--- config.mk ---
export PLATFORM = sky130hd
export DESIGN_NAME = revelar_casilla
export DESIGN_NICKNAME = d
export VERILOG_FILES = /design/src/rtl/juego_pkg.sv /design/src/rtl/detector_flanco.sv /design/src/rtl/revelar_casilla.sv
export SDC_FILE = /design/constraint.sdc
export NUM_CORES = 1
export LEC_CHECK = 0
export BUFFER_PORTS_ARGS = -buffer_cell sky130_fd_sc_hd__buf_2
export CORE_MARGIN = 5
export CORE_UTILIZATION = 54
export DETAILED_ROUTE_END_ITERATION = 10
export GPL_ROUTABILITY_DRIVEN = 0
export PLACE_DENSITY_LB_ADDON = 0.3
export RECOVER_POWER = 50
export SLEW_MARGIN = 10
export SYNTH_ARGS = -nofsm -noshare
export SYNTH_HDL_FRONTEND = slang
export SYNTH_HIERARCHICAL = 1
export SYNTH_SLANG_ARGS = --single-unit
--- constraint.sdc ---
create_clock -name clk -period 5 [get_ports clk]
set_clock_uncertainty 0.05 [all_clocks]
set_input_delay 1.5 -clock clk [delete_from_list [all_inputs] [get_ports clk]]
set_output_delay 1.5 -clock clk [all_outputs]
set_load 0.01 [all_outputs]
--- src/rtl/juego_pkg.sv ---
// Shared minesweeper types and constants: board size, FSM states,
// board matrix type and the 8-neighbour offset table.
// Latency: n/a (package). Backpressure: n/a.
package juego_pkg;

    localparam int N = 8;
    localparam int W = $clog2(N);

    typedef enum logic [1:0] {
        IDLE,
        CHECK,
        SCAN,
        DONE
    } estado_t;

    // Row-major board: m[fila][col]
    typedef logic [N-1:0] matriz_t [N];

    // Neighbour offsets in scan order: NW, N, NE, W, E, SW, S, SE
    localparam logic signed [1:0] OFF_F [8] = '{-2'sd1, -2'sd1, -2'sd1, 2'sd0, 2'sd0, 2'sd1, 2'sd1, 2'sd1};
    localparam logic signed [1:0] OFF_C [8] = '{-2'sd1, 2'sd0, 2'sd1, -2'sd1, 2'sd1, -2'sd1, 2'sd0, 2'sd1};

    // Neighbour coordinate in W+1-bit signed arithmetic. A set sign bit
    // means off-board: -1 is negative, and N (=8) overflows to -8.
    function automatic logic signed [W:0] vecino(input logic [W-1:0] base,
                                                 input logic signed [1:0] off);
        logic signed [W:0] b;
        logic signed [W:0] o;
        b = $signed({1'b0, base});
        o = off;
        return b + o;
    endfunction

endpackage

--- src/rtl/detector_flanco.sv ---
// Registered 0->1 edge detector for an active-low button (fires on release).
// Latency: combinational pulse in the cycle the input is first seen high after a low.
// Backpressure: none; history tracks the input every cycle.
// Ports: clk, rst (sync, active-high), d (raw level), flanco (one-cycle rising-edge pulse).
module detector_flanco (
    input  logic clk,
    input  logic rst,
    input  logic d,
    output logic flanco
);

    logic d_q;

    // History resets to 1 so a button held high through reset is not an edge
    always_ff @(posedge clk) begin
        if (rst) d_q <= 1'b1;
        else     d_q <= d;
    end

    assign flanco = !rst && !d_q && d;

endmodule

--- src/rtl/revelar_casilla.sv ---
// Reveals one board cell: bomb check, then 8-neighbour bomb count, then mask update.
// Latency: listo at T+10 (safe cell) or T+2 (bomb / already revealed) after the release edge.
// Backpressure: presses while ocupado, or after a bomb, are dropped (never queued).
// Ports: clk, rst; fila/col target; button_revelar (active low); matriz_bombas in;
//        matriz_revelada, conteo, bomba_encontrada, ya_revelada, revelados, ocupado, listo out.
module revelar_casilla
    import juego_pkg::*;
(
    input  logic         clk,
    input  logic         rst,
    input  logic [W-1:0] fila,
    input  logic [W-1:0] col,
    input  logic         button_revelar,
    input  matriz_t      matriz_bombas,
    output matriz_t      matriz_revelada,
    output logic [3:0]   conteo,
    output logic         bomba_encontrada,
    output logic         ya_revelada,
    output logic [6:0]   revelados,
    output logic         ocupado,
    output logic         listo
);

    estado_t           state;
    estado_t           state_d;
    logic [W-1:0]      f_r;
    logic [W-1:0]      c_r;
    logic [3:0]        acc;
    logic [2:0]        idx;
    logic              seguro;     // remembers that DONE must commit a safe reveal
    logic              evento;
    logic signed [W:0] nf;
    logic signed [W:0] nc;
    logic              bomba_vecino;
    logic              celda_bomba;
    logic              celda_revelada;

    detector_flanco u_flanco (
        .clk    (clk),
        .rst    (rst),
        .d      (button_revelar),
        .flanco (evento)
    );

    assign nf             = vecino(f_r, OFF_F[idx]);
    assign nc             = vecino(c_r, OFF_C[idx]);
    assign bomba_vecino   = !nf[W] && !nc[W] && matriz_bombas[nf[W-1:0]][nc[W-1:0]];
    assign celda_bomba    = matriz_bombas[f_r][c_r];
    assign celda_revelada = matriz_revelada[f_r][c_r];

    assign ocupado = (state != IDLE);
    assign listo   = (state == DONE);

    always_comb begin
        state_d = state;
        case (state)
            IDLE:    if (evento && !bomba_encontrada) state_d = CHECK;
            CHECK:   state_d = (celda_revelada || celda_bomba) ? DONE : SCAN;
            SCAN:    if (idx == 3'd7) state_d = DONE;
            DONE:    state_d = IDLE;
            default: state_d = IDLE;
        endcase
    end

    always_ff @(posedge clk) begin
        if (rst) begin
            state            <= IDLE;
            f_r              <= '0;
            c_r              <= '0;
            acc              <= '0;
            idx              <= '0;
            seguro           <= 1'b0;
            matriz_revelada  <= '{default: '0};
            conteo           <= '0;
            bomba_encontrada <= 1'b0;
            ya_revelada      <= 1'b0;
            revelados        <= '0;
        end else begin
            state <= state_d;
            case (state)
                IDLE: begin
                    if (evento && !bomba_encontrada) begin
                        f_r         <= fila;
                        c_r         <= col;
                        ya_revelada <= 1'b0;
                    end
                end
                CHECK: begin
                    seguro <= 1'b0;
                    if (celda_revelada) begin
                        ya_revelada <= 1'b1;
                    end else if (celda_bomba) begin
                        bomba_encontrada     <= 1'b1;
                        conteo               <= '0;
                        matriz_revelada[f_r][c_r] <= 1'b1;
                    end else begin
                        acc    <= '0;
                        idx    <= '0;
                        seguro <= 1'b1;
                    end
                end
                SCAN: begin
                    acc <= acc + {3'b000, bomba_vecino};
                    idx <= idx + 3'd1;
                end
                DONE: begin
                    if (seguro) begin
                        conteo                    <= acc;
                        matriz_revelada[f_r][c_r] <= 1'b1;
                        if (revelados != 7'd64) revelados <= revelados + 7'd1;
                    end
                end
                default: ;
            endcase
        end
    end

endmodule
==> key figures, run 1 <==
Outcome
  • Status: finished, final reports clean

Logic synthesis
  • Share of the synthesized area in the top cell type: 0.325
  • Yosys top cell by area: dfxtp_1
  • Syn_area_per_cell: 8.84 um^2
  • Asr flop ratio synth: 0
  • Syn nets: 750
  • Synth Instances: 655
  • Yosys cell types: 73
  • Synthesis-stage register bit count: 94
  • Synth top area cells: dfxtp_1 (33%), o22ai_1 (8.1%), mux2i_1 (6.4%)
  • Main flop type after synthesis: dfxtp_1
  • Syn. warnings: 6
  • Cell Area, Synth: 0.00579 mm^2
  • Sequential area share after synthesis: 0.325
  • EDFF count, synth: 0

Pwr
  • Lkg Pwr: 0.00250 uW
  • Final Power: 1980 uW
  • Comb power frac: 0.258
  • Switching share of power: 0.307
  • PD cells: 293 mW/mm^2
  • P_int: 1370 uW
  • Clock power frac: 0.344
  • Register share of total power: 0.398
  • Net switching power: 607 uW
  • Worst IR Drop VDD: 0.215 mV

GRT
  • Vias in the first global route: 5,608
  • Grt ovf: 0
  • Pin count of the biggest net entering global routing: 58
  • Initial antenna violation count: 0
  • GRT Overall Usage: 0.283
  • First-pass GRT wire length: 29.3 mm

STA
  • Minimum clock period: 4660 ps
  • Fmax achieved: 215 MHz
  • Unrepaired setup endpoints after global routing: false
  • Setup TNS: 0 ps
  • Hold Vio Cnt, Final: 0
  • Final worst-path cycle share: 0.932
  • Worst slew pin tran: 1220 ps
  • Pins over their slew limit: 0
  • Final worst slack: 340 ps
  • Slew margin rel.: 0.183
  • Endpoints failing setup: 0
  • Hold_ws: 427 ps

Floorplan
  • # rows: 37
  • Ports: 152
  • Die ar.: 0.0129 mm^2
  • Initial Utilization: 0.558
  • Die H: 114 um
  • Core area: 0.0104 mm^2
  • Die width: 114 um

Routing
  • Vias/cell: 6.41
  • Drt first-iter violations: 709
  • WL per Instance: 20.5 um
  • Routed Wire Length: 18.9 mm
  • Via Count: 5,912
  • Post-DRT Antenna Nets: 0
  • DRT Pass-1 Iters: 5
  • # DRC: 0

Critical path
  • Worst setup SP type: register
  • Buf/Inv on CP: 1
  • Critical path cell sequence: ha_1, inv_1, ha_1, xor2_1, ha_1, nand2b_1, nor2_1, mux2_2, a2111oi_1, a31oi_1, a21oi_1, nor3_1, a211oi_1, ha_1, ha_1, nor2_1, o21ai_0, o31a_1, a31oi_1
  • Critical Path RT: 5160 ps
  • CP Capture Type: register
  • Crit path DAT: 4820 ps
  • CP max-delay cell: ha_1
  • CP max stage delay: 490 ps
  • Critical path class: register to register
  • Cell mode on critical path: ha_1
  • CP Max Fanout: 9
  • Delay-heaviest family, CP: compound AO/OA/AOI/OAI gates

Clock network
  • Setup bufs post-CTS: 0
  • H-Tree Depth: 3
  • Inserted Clock Buffers: 9
  • Worst-path clk slew: 90 ps
  • Clock root cell: clkbuf_8
  • CTS tree: yes
  • Clock Latency Late Sink: 370 ps
  • Bufs on Longest Clock Path: 2
  • Clock sinks: 94

Placement
  • Place WS: 402 ps
  • I/O Buffers: 151
  • Placed inst area: 0.00655 mm^2
  • Post-DP HPWL: 13.8 mm

Cells and area
  • Fill count: 917
  • N_diodes: 0
  • Most common cell after layout, fill and taps aside: dfxtp_1
  • Layout cells sized above 1: 0.187
  • Final Cell Area: 0.00674 mm^2
  • Area grow syn2layout: 16.5%
  • Final #Nets: 877
  • Commonest cells after routing, fill and taps aside: dfxtp_1 (92), inv_1 (85), clkbuf_1 (78), o22ai_1 (75), buf_2 (73)

Flow run
  • Max Cap Violations: 0

Hold path
  • Hold crit path type: register to register
-- registers in the layout, indices dropped and copies added, names as in the netlist, 2 cells and up --
name             flops
conteo               4
f_r                  3
state                2
matriz_revelada     64
idx                  3
revelados            7
c_r                  3
acc                  4
-- cell type report --
type / count / area, um^2 / area share
inverters: 85 / 319 / 0.0473
repair buffers: 160 / 726 / 0.108
clock inverters: 5 / 129 / 0.0191
well taps: 136 / 170 / 0.0252
flip-flops and latches: 94 / 1880 / 0.279
multi-input cells: 432 / 3360 / 0.499
clock buffers: 11 / 151 / 0.0225
-- stage by stage --
stage / utilization / instances
after floorplan: - / 655
after global routing: 0.650 / 923
final: 0.650 / 923
after detailed placement: 0.632 / 907
after global placement: 0.632 / 907
after CTS: 0.659 / 923
-- final timing paths --
path / start / endpoint / slack (ps) / cells past startpoint
worst min register to register: seguro$_SDFFE_PP0P_ / seguro$_SDFFE_PP0P_ / 430 / 2
worst max register to register: idx[0]$_SDFFE_PP0P_ / acc[2]$_SDFFE_PP0P_ / 340 / 19
worst min-delay path: seguro$_SDFFE_PP0P_ / seguro$_SDFFE_PP0P_ / 430 / 2
worst max-delay path: idx[0]$_SDFFE_PP0P_ / acc[2]$_SDFFE_PP0P_ / 340 / 19
-- Yosys cell counts, drive strengths merged (2+ instances only) --
cell type	n
a2111oi	2
a211o	2
a211oi	3
a21oi	22
a221o	3
a221oi	20
a22o	8
a22oi	8
a2bb2oi	2
a311oi	2
a31oi	9
a41oi	2
and2	2
buf	21
clkbuf	23
dfxtp	94
ha	21
inv	85
mux2	10
mux2i	37
mux4	10
nand2	30
nand2b	14
nand3	22
nand3b	2
nand4	2
nor2	38
nor2b	8
nor3	11
nor3b	4
nor4b	2
o211ai	2
o21ai	9
o221a	6
o22a	4
o22ai	75
o32ai	4
or2	6
or3	5
xnor2	6
xor2	4
-- power groups by stage --
stage	Sequential (uW)	Combinational, uW	Clock, uW
5_1_grt	790	545	719
3_5_place_dp	803	492	0
2_1_floorplan	797	369	0
3_3_place_gp	802	483	0
4_1_cts	786	498	683
6_report	788	509	680
-- layer usage --
layer | wire (um) | vias up | global-route usage
met5 | 0 | - | 0
met4 | 504 | 0 | 0.0938
met3 | 1960 | 56 | 0.0531
met2 | 8920 | 394 | 0.471
met1 | 7510 | 2793 | 0.369
li1 | - | 2669 | -
-- repair_timing --
| action | 4_1_cts | 5_1_grt |
|---|---|---|
| setup endpoints to repair | 0 | 3 |
| hold buffers | 0 | 0 |
| resized for setup | 0 | 1 |
-- kinds of logic (layout without fill, tap and decap cells) --
| kind of cell | Yosys count | after routing | share of synthesized area |
|---|---|---|---|
| compound gates | 191 | 191 | 0.236 |
| simple gates | 152 | 152 | 0.153 |
| buf+inv | 129 | 261 | 0.0960 |
| flops | 94 | 94 | 0.325 |
| mux | 57 | 57 | 0.123 |
| fa+ha+maj | 22 | 22 | 0.0488 |
| xor+xnor | 10 | 10 | 0.0177 |
-- worst reg2reg max path, cell delays in order, from the launching register on --
cell and delay (ps):
dfxtp_1 420, ha_1 240, inv_1 80, ha_1 270
xor2_1 170, ha_1 490, nand2b_1 340, nor2_1 80
mux2_2 270, a2111oi_1 450, a31oi_1 100, a21oi_1 180
nor3_1 70, a211oi_1 410, ha_1 260, ha_1 170
nor2_1 60, o21ai_0 200, o31a_1 160, a31oi_1 70
No activity file was read; power rests on OpenSTA's default activity.
==> run 2: changes to the inputs <==
--- a/config.mk
+++ b/config.mk
@@ -10,6 +10,7 @@
 export CORE_UTILIZATION = 54
 export DETAILED_ROUTE_END_ITERATION = 10
 export GPL_ROUTABILITY_DRIVEN = 0
+export MAX_ROUTING_LAYER = met4
 export PLACE_DENSITY_LB_ADDON = 0.3
 export RECOVER_POWER = 50
 export SLEW_MARGIN = 10
==> run 2 against run 1 <==
Count of clock-buffer cells in the layout is the same; register-to-register slack hardly changed; critical path type unchanged; first-iteration DRC count is 3.8% higher.
==> key figures, run 2 (synthesized netlist as in run 1, its figures left out) <==
Critical path
  • Critical Path RT: 5170 ps
  • Crit path DAT: 4830 ps
  • CP Capture Type: register
  • Worst setup SP type: register
  • Critical path class: register to register
  • CP Max Fanout: 9

Cells and area
  • Layout cells sized above 1: 0.187
  • Final #Nets: 877
  • Top reg by flops: matriz_revelada
  • N_diodes: 0
  • Most common cell after layout, fill and taps aside: dfxtp_1
  • Footprint of the multi-input gates: 0.00336 mm^2
  • Commonest cells after routing, fill and taps aside: dfxtp_1 (92), inv_1 (85), clkbuf_1 (78), o22ai_1 (75), buf_2 (73)
  • Largest regs: matriz_revelada x64, revelados x7
  • Utilization after layout: 0.650
  • Sequential cell area: 0.00188 mm^2
  • Max reg flops: 64
  • Fill count: 917
  • Area grow syn2layout: 16.5%

Floorplan
  • Die H: 114 um
  • # rows: 37
  • Core area: 0.0104 mm^2
  • Die width: 114 um
  • Ports: 152
  • Initial Utilization: 0.558
  • Die ar.: 0.0129 mm^2

Routing
  • Drt first-iter violations: 736
  • # DRC: 0
  • Post-DRT Antenna Nets: 0
  • Routed Wire Length: 18.8 mm
  • WL per Instance: 20.4 um
  • DRT Pass-1 Iters: 6
  • Vias/cell: 6.36
  • Via Count: 5,874

GRT
  • GRT Overall Usage: 0.292
  • Grt ovf: 0
  • Initial antenna violation count: 0
  • First-pass GRT wire length: 29.4 mm
  • Pin count of the biggest net entering global routing: 58
  • Vias in the first global route: 5,603

STA
  • Slew margin rel.: 0.216
  • Unrepaired setup endpoints after global routing: false
  • Final worst-path cycle share: 0.933
  • Fmax achieved: 214 MHz
  • Final worst slack: 337 ps
  • Minimum clock period: 4660 ps
  • Worst slew pin tran: 1170 ps
  • Setup TNS: 0 ps
  • Hold Vio Cnt, Final: 0
  • Hold_ws: 422 ps
  • Endpoints failing setup: 0
  • Pins over their slew limit: 0

Clock network
  • Post-CTS Hold Fix Bufs: 0
  • H-Tree Depth: 3
  • Clock sinks: 94
  • Inserted Clock Buffers: 9
  • Worst-path clk slew: 90 ps
  • Setup bufs post-CTS: 0
  • Clock Latency Late Sink: 370 ps
  • CTS tree: yes
  • Clock root cell: clkbuf_8
  • Bufs on Longest Clock Path: 2

Placement
  • I/O Buffers: 151
  • Place WS: 402 ps
  • Post-DP HPWL: 13.8 mm

Pwr
  • Lkg Pwr: 0.00250 uW
  • Worst IR Drop VDD: 0.214 mV
  • PD cells: 293 mW/mm^2

Outcome
  • Status: finished, final reports clean

Hold path
  • Hold crit path type: register to register

Flow run
  • Max Cap Violations: 0
[run 2: cell counts in the layout (fill, tap and decap cells not counted)]
Identical to the previous run, type by type.
[run 2: layout make-up]
cell class / count / share of cell area
Inverter: 85 / 0.0473
Sequential cell: 94 / 0.279
Multi-Input combinational cell: 432 / 0.499
Clock buffer: 11 / 0.0225
Timing Repair Buffer: 160 / 0.108
Tap cell: 136 / 0.0252
Clock inverter: 5 / 0.0191
[run 2: where the power goes]
| group | switching (uW) | internal [uW] |
|---|---|---|
| Sequential | 21.6 | 766 |
| Combinational | 315 | 194 |
| Clock | 272 | 411 |
[run 2: routing by layer]
layer / GRT usage / vias up / share of wire
met5: - / - / 0
met4: 0.0954 / 0 / 0.030
met3: 0.0520 / 58 / 0.10
met2: 0.473 / 384 / 0.47
met1: 0.370 / 2762 / 0.40
li1: - / 2670 / -
[run 2: critical path, cell delays in order, from the launching register on]
cell,delay [ps]
dfxtp_1,410
ha_1,230
inv_1,70
ha_1,270
xor2_1,170
ha_1,490
nand2b_1,340
nor2_1,70
mux2_2,270
a2111oi_1,460
a31oi_1,90
a21oi_1,170
nor3_1,70
a211oi_1,420
ha_1,260
ha_1,170
nor2_1,50
o21ai_0,200
o31a_1,160
a31oi_1,70
[run 2: through the flow]
stage / power [uW] / area [um^2] / cells
finish: 1980 / 6740 / 923
floorplan: 1170 / 5790 / 655
CTS: 1970 / 6830 / 923
global route: 2050 / 6740 / 923
global placement: 1280 / 6550 / 907
detailed placement: 1300 / 6550 / 907
[run 2: worst paths after layout]
kind	from	end	slack, ps	cells after the start
max reg2reg	idx[0]$_SDFFE_PP0P_	acc[2]$_SDFFE_PP0P_	340	19
min	seguro$_SDFFE_PP0P_	seguro$_SDFFE_PP0P_	420	2
max	idx[0]$_SDFFE_PP0P_	acc[2]$_SDFFE_PP0P_	340	19
min reg2reg	seguro$_SDFFE_PP0P_	seguro$_SDFFE_PP0P_	420	2
[run 2: repair_timing]
action,4_1_cts,5_1_grt
endpoints found under the setup margin,0,3
endpoints found under the hold margin,0,0
resized for setup,0,1
==> run 3: changes to the inputs <==
--- a/config.mk
+++ b/config.mk
@@ -7,7 +7,7 @@
 export LEC_CHECK = 0
 export BUFFER_PORTS_ARGS = -buffer_cell sky130_fd_sc_hd__buf_2
 export CORE_MARGIN = 5
-export CORE_UTILIZATION = 54
+export CORE_UTILIZATION = 49
 export DETAILED_ROUTE_END_ITERATION = 10
 export GPL_ROUTABILITY_DRIVEN = 0
 export MAX_ROUTING_LAYER = met4
==> constraint.sdc (replaced) <==
create_clock -name clk -period 4 [get_ports clk]
set_clock_uncertainty 0.05 [all_clocks]
set_input_delay 1.2 -clock clk [delete_from_list [all_inputs] [get_ports clk]]
set_output_delay 1.2 -clock clk [all_outputs]
set_load 0.01 [all_outputs]
==> run 3 against run 2 <==
Worst hold slack improved by 2.4 ps; die area rose by 9.3%; via count increased by 3.6%; total power is 33% higher; the flow now finishes with violations (capacitance limit, slew limit); flip-flop and latch count is the same; global-route usage down 1.1 points; sequential share of layout area shrank 1.7 points; non-clock buffer count is 28 higher; largest power group unchanged; sequential power rose by 24%; final cell count is 3.8% higher; final area is 6.6% higher; setup slack got worse by 180 ps.
==> key figures, run 3 (synthesized netlist as in run 1, its figures left out) <==
Critical path
  • Critical Path RT: 4230 ps
  • CP Capture Type: register
  • CP Max Fanout: 5
  • Worst setup SP type: register
  • Critical path class: register to register
  • Crit path DAT: 4070 ps

Pwr
  • Worst IR Drop VDD: 0.237 mV
  • Switching share of power: 0.314
  • Register share of total power: 0.371
  • P_int: 1810 uW
  • Final Power: 2640 uW
  • Net switching power: 827 uW
  • Comb power frac: 0.269
  • Lkg Pwr: 0.00265 uW
  • Clock power frac: 0.360
  • PD cells: 367 mW/mm^2

STA
  • Hold_ws: 425 ps
  • Minimum clock period: 3850 ps
  • Endpoints failing setup: 0
  • Final worst slack: 155 ps
  • Pins over their slew limit: 41
  • Fmax achieved: 260 MHz
  • Slew margin rel.: -0.196
  • Final worst-path cycle share: 0.961
  • Setup TNS: 0 ps
  • Worst slew pin tran: 1790 ps
  • Hold Vio Cnt, Final: 0

Routing
  • Post-DRT Antenna Nets: 0
  • Routed Wire Length: 20.0 mm
  • # DRC: 0
  • Via Count: 6,088
  • Drt first-iter violations: 738
  • WL per Instance: 20.8 um
  • Vias/cell: 6.35
  • DRT Pass-1 Iters: 9

Floorplan
  • Die ar.: 0.0141 mm^2
  • # rows: 39
  • Die H: 119 um
  • Initial Utilization: 0.503
  • Core area: 0.0115 mm^2
  • Die width: 119 um
  • Ports: 152

Flow run
  • Max Cap Violations: 1

Clock network
  • H-Tree Depth: 3
  • CTS tree: yes
  • Inserted Clock Buffers: 9
  • Clock Latency Late Sink: 350 ps
  • Worst-path clk slew: 70 ps
  • Post-CTS Hold Fix Bufs: 0
  • Clock sinks: 94
  • Clock root cell: clkbuf_16
  • Bufs on Longest Clock Path: 2

Placement
  • Place WS: -176 ps
  • Post-DP HPWL: 14.5 mm
  • Inst Count DP: 937
  • I/O Buffers: 151

Cells and area
  • Layout cells sized above 1: 0.244
  • Largest regs: matriz_revelada x64, revelados x7
  • Top reg by flops: matriz_revelada
  • Final #Nets: 905
  • Most common cell after layout, fill and taps aside: dfxtp_1
  • Commonest cells after routing, fill and taps aside: dfxtp_1 (90), inv_1 (83), clkbuf_1 (78), o22ai_1 (75), buf_2 (73)
  • Area grow syn2layout: 24.1%
  • Max reg flops: 64
  • Layout Cells excl Fill: 958
  • N_diodes: 0

GRT
  • Grt ovf: 0
  • First-pass GRT wire length: 31.3 mm
  • Pin count of the biggest net entering global routing: 41
  • GRT Overall Usage: 0.281
  • Vias in the first global route: 6,017
  • Initial antenna violation count: 0

Outcome
  • Status: finished with violations
  • Failing checks: capacitance limit, slew limit

Hold path
  • Hold crit path type: register to register
==> run 3: cell types whose count changed in the layout (fill, tap and decap cells not counted), moves of 3 or more <==
cell	previous run	this run
clkbuf_8	11	1
ha_1	21	14
ha_2	0	3
clkbuf_16	0	9
ha_4	0	4
buf_4	9	34
==> run 3: through the flow <==
step | cell area (um^2) | util
global route | 7190 | 0.624
global placement | 6730 | 0.584
floorplan | 5790 | -
detailed placement | 6730 | 0.584
finish | 7190 | 0.624
CTS | 7120 | 0.618
==> run 3: final timing paths <==
kind                                          start  slack [ps]  depth (start not counted)                   to
worst min-delay path            seguro$_SDFFE_PP0P_         420                          2  seguro$_SDFFE_PP0P_
worst max register to register  idx[0]$_SDFFE_PP0P_         150                         21  acc[1]$_SDFFE_PP0P_
worst max-delay path            idx[0]$_SDFFE_PP0P_         150                         21  acc[1]$_SDFFE_PP0P_
worst min register to register  seguro$_SDFFE_PP0P_         420                          2  seguro$_SDFFE_PP0P_
==> run 3: power by group through the flow <==
stage	Clock, uW	Combinational, uW	Sequential [uW]
2_1_floorplan	0	461	997
3_3_place_gp	0	635	995
3_5_place_dp	0	651	997
4_1_cts	947	667	976
5_1_grt	991	764	981
6_report	948	709	978
==> run 3: critical path, cell delays in order, from the launching register on <==
cell,delay (ps)
dfxtp_4,380
ha_4,140
inv_1,50
ha_2,190
xor2_2,160
ha_4,170
a21oi_4,130
xnor2_2,130
buf_6,150
buf_8,110
buf_4,120
mux4_2,500
mux2i_1,160
a21oi_1,100
nor2_1,140
a211oi_2,90
buf_4,160
ha_4,170
ha_4,260
nand2_1,50
or2_0,210
a31oi_1,160
==> run 3: metal layers <==
| layer | global-route usage | routed length (um) | vias to the layer above |
|---|---|---|---|
| met5 | - | 0 | - |
| met4 | 0.0934 | 571 | 0 |
| li1 | - | - | 2728 |
| met2 | 0.458 | 9480 | 404 |
| met3 | 0.0635 | 2090 | 71 |
| met1 | 0.346 | 7830 | 2885 |
==> run 3: what timing repair did <==
item                                   4_1_cts  5_1_grt
buffers inserted                             1        4
resized for setup                            8       32
pin swaps                                    1       12
setup endpoints to repair                    3        4
endpoints found under the hold margin        0        0
==> run 3: cell type report <==
| type | instances | area [um^2] |
|---|---|---|
| Tap cell | 143 | 179 |
| Timing Repair Buffer | 188 | 955 |
| Clock inverter | 6 | 92.6 |
| Sequential cell | 94 | 1890 |
| Fill cell | 1012 | 4330 |
| Inverter | 85 | 322 |
| Multi-Input combinational cell | 432 | 3510 |
| Clock buffer | 10 | 239 |
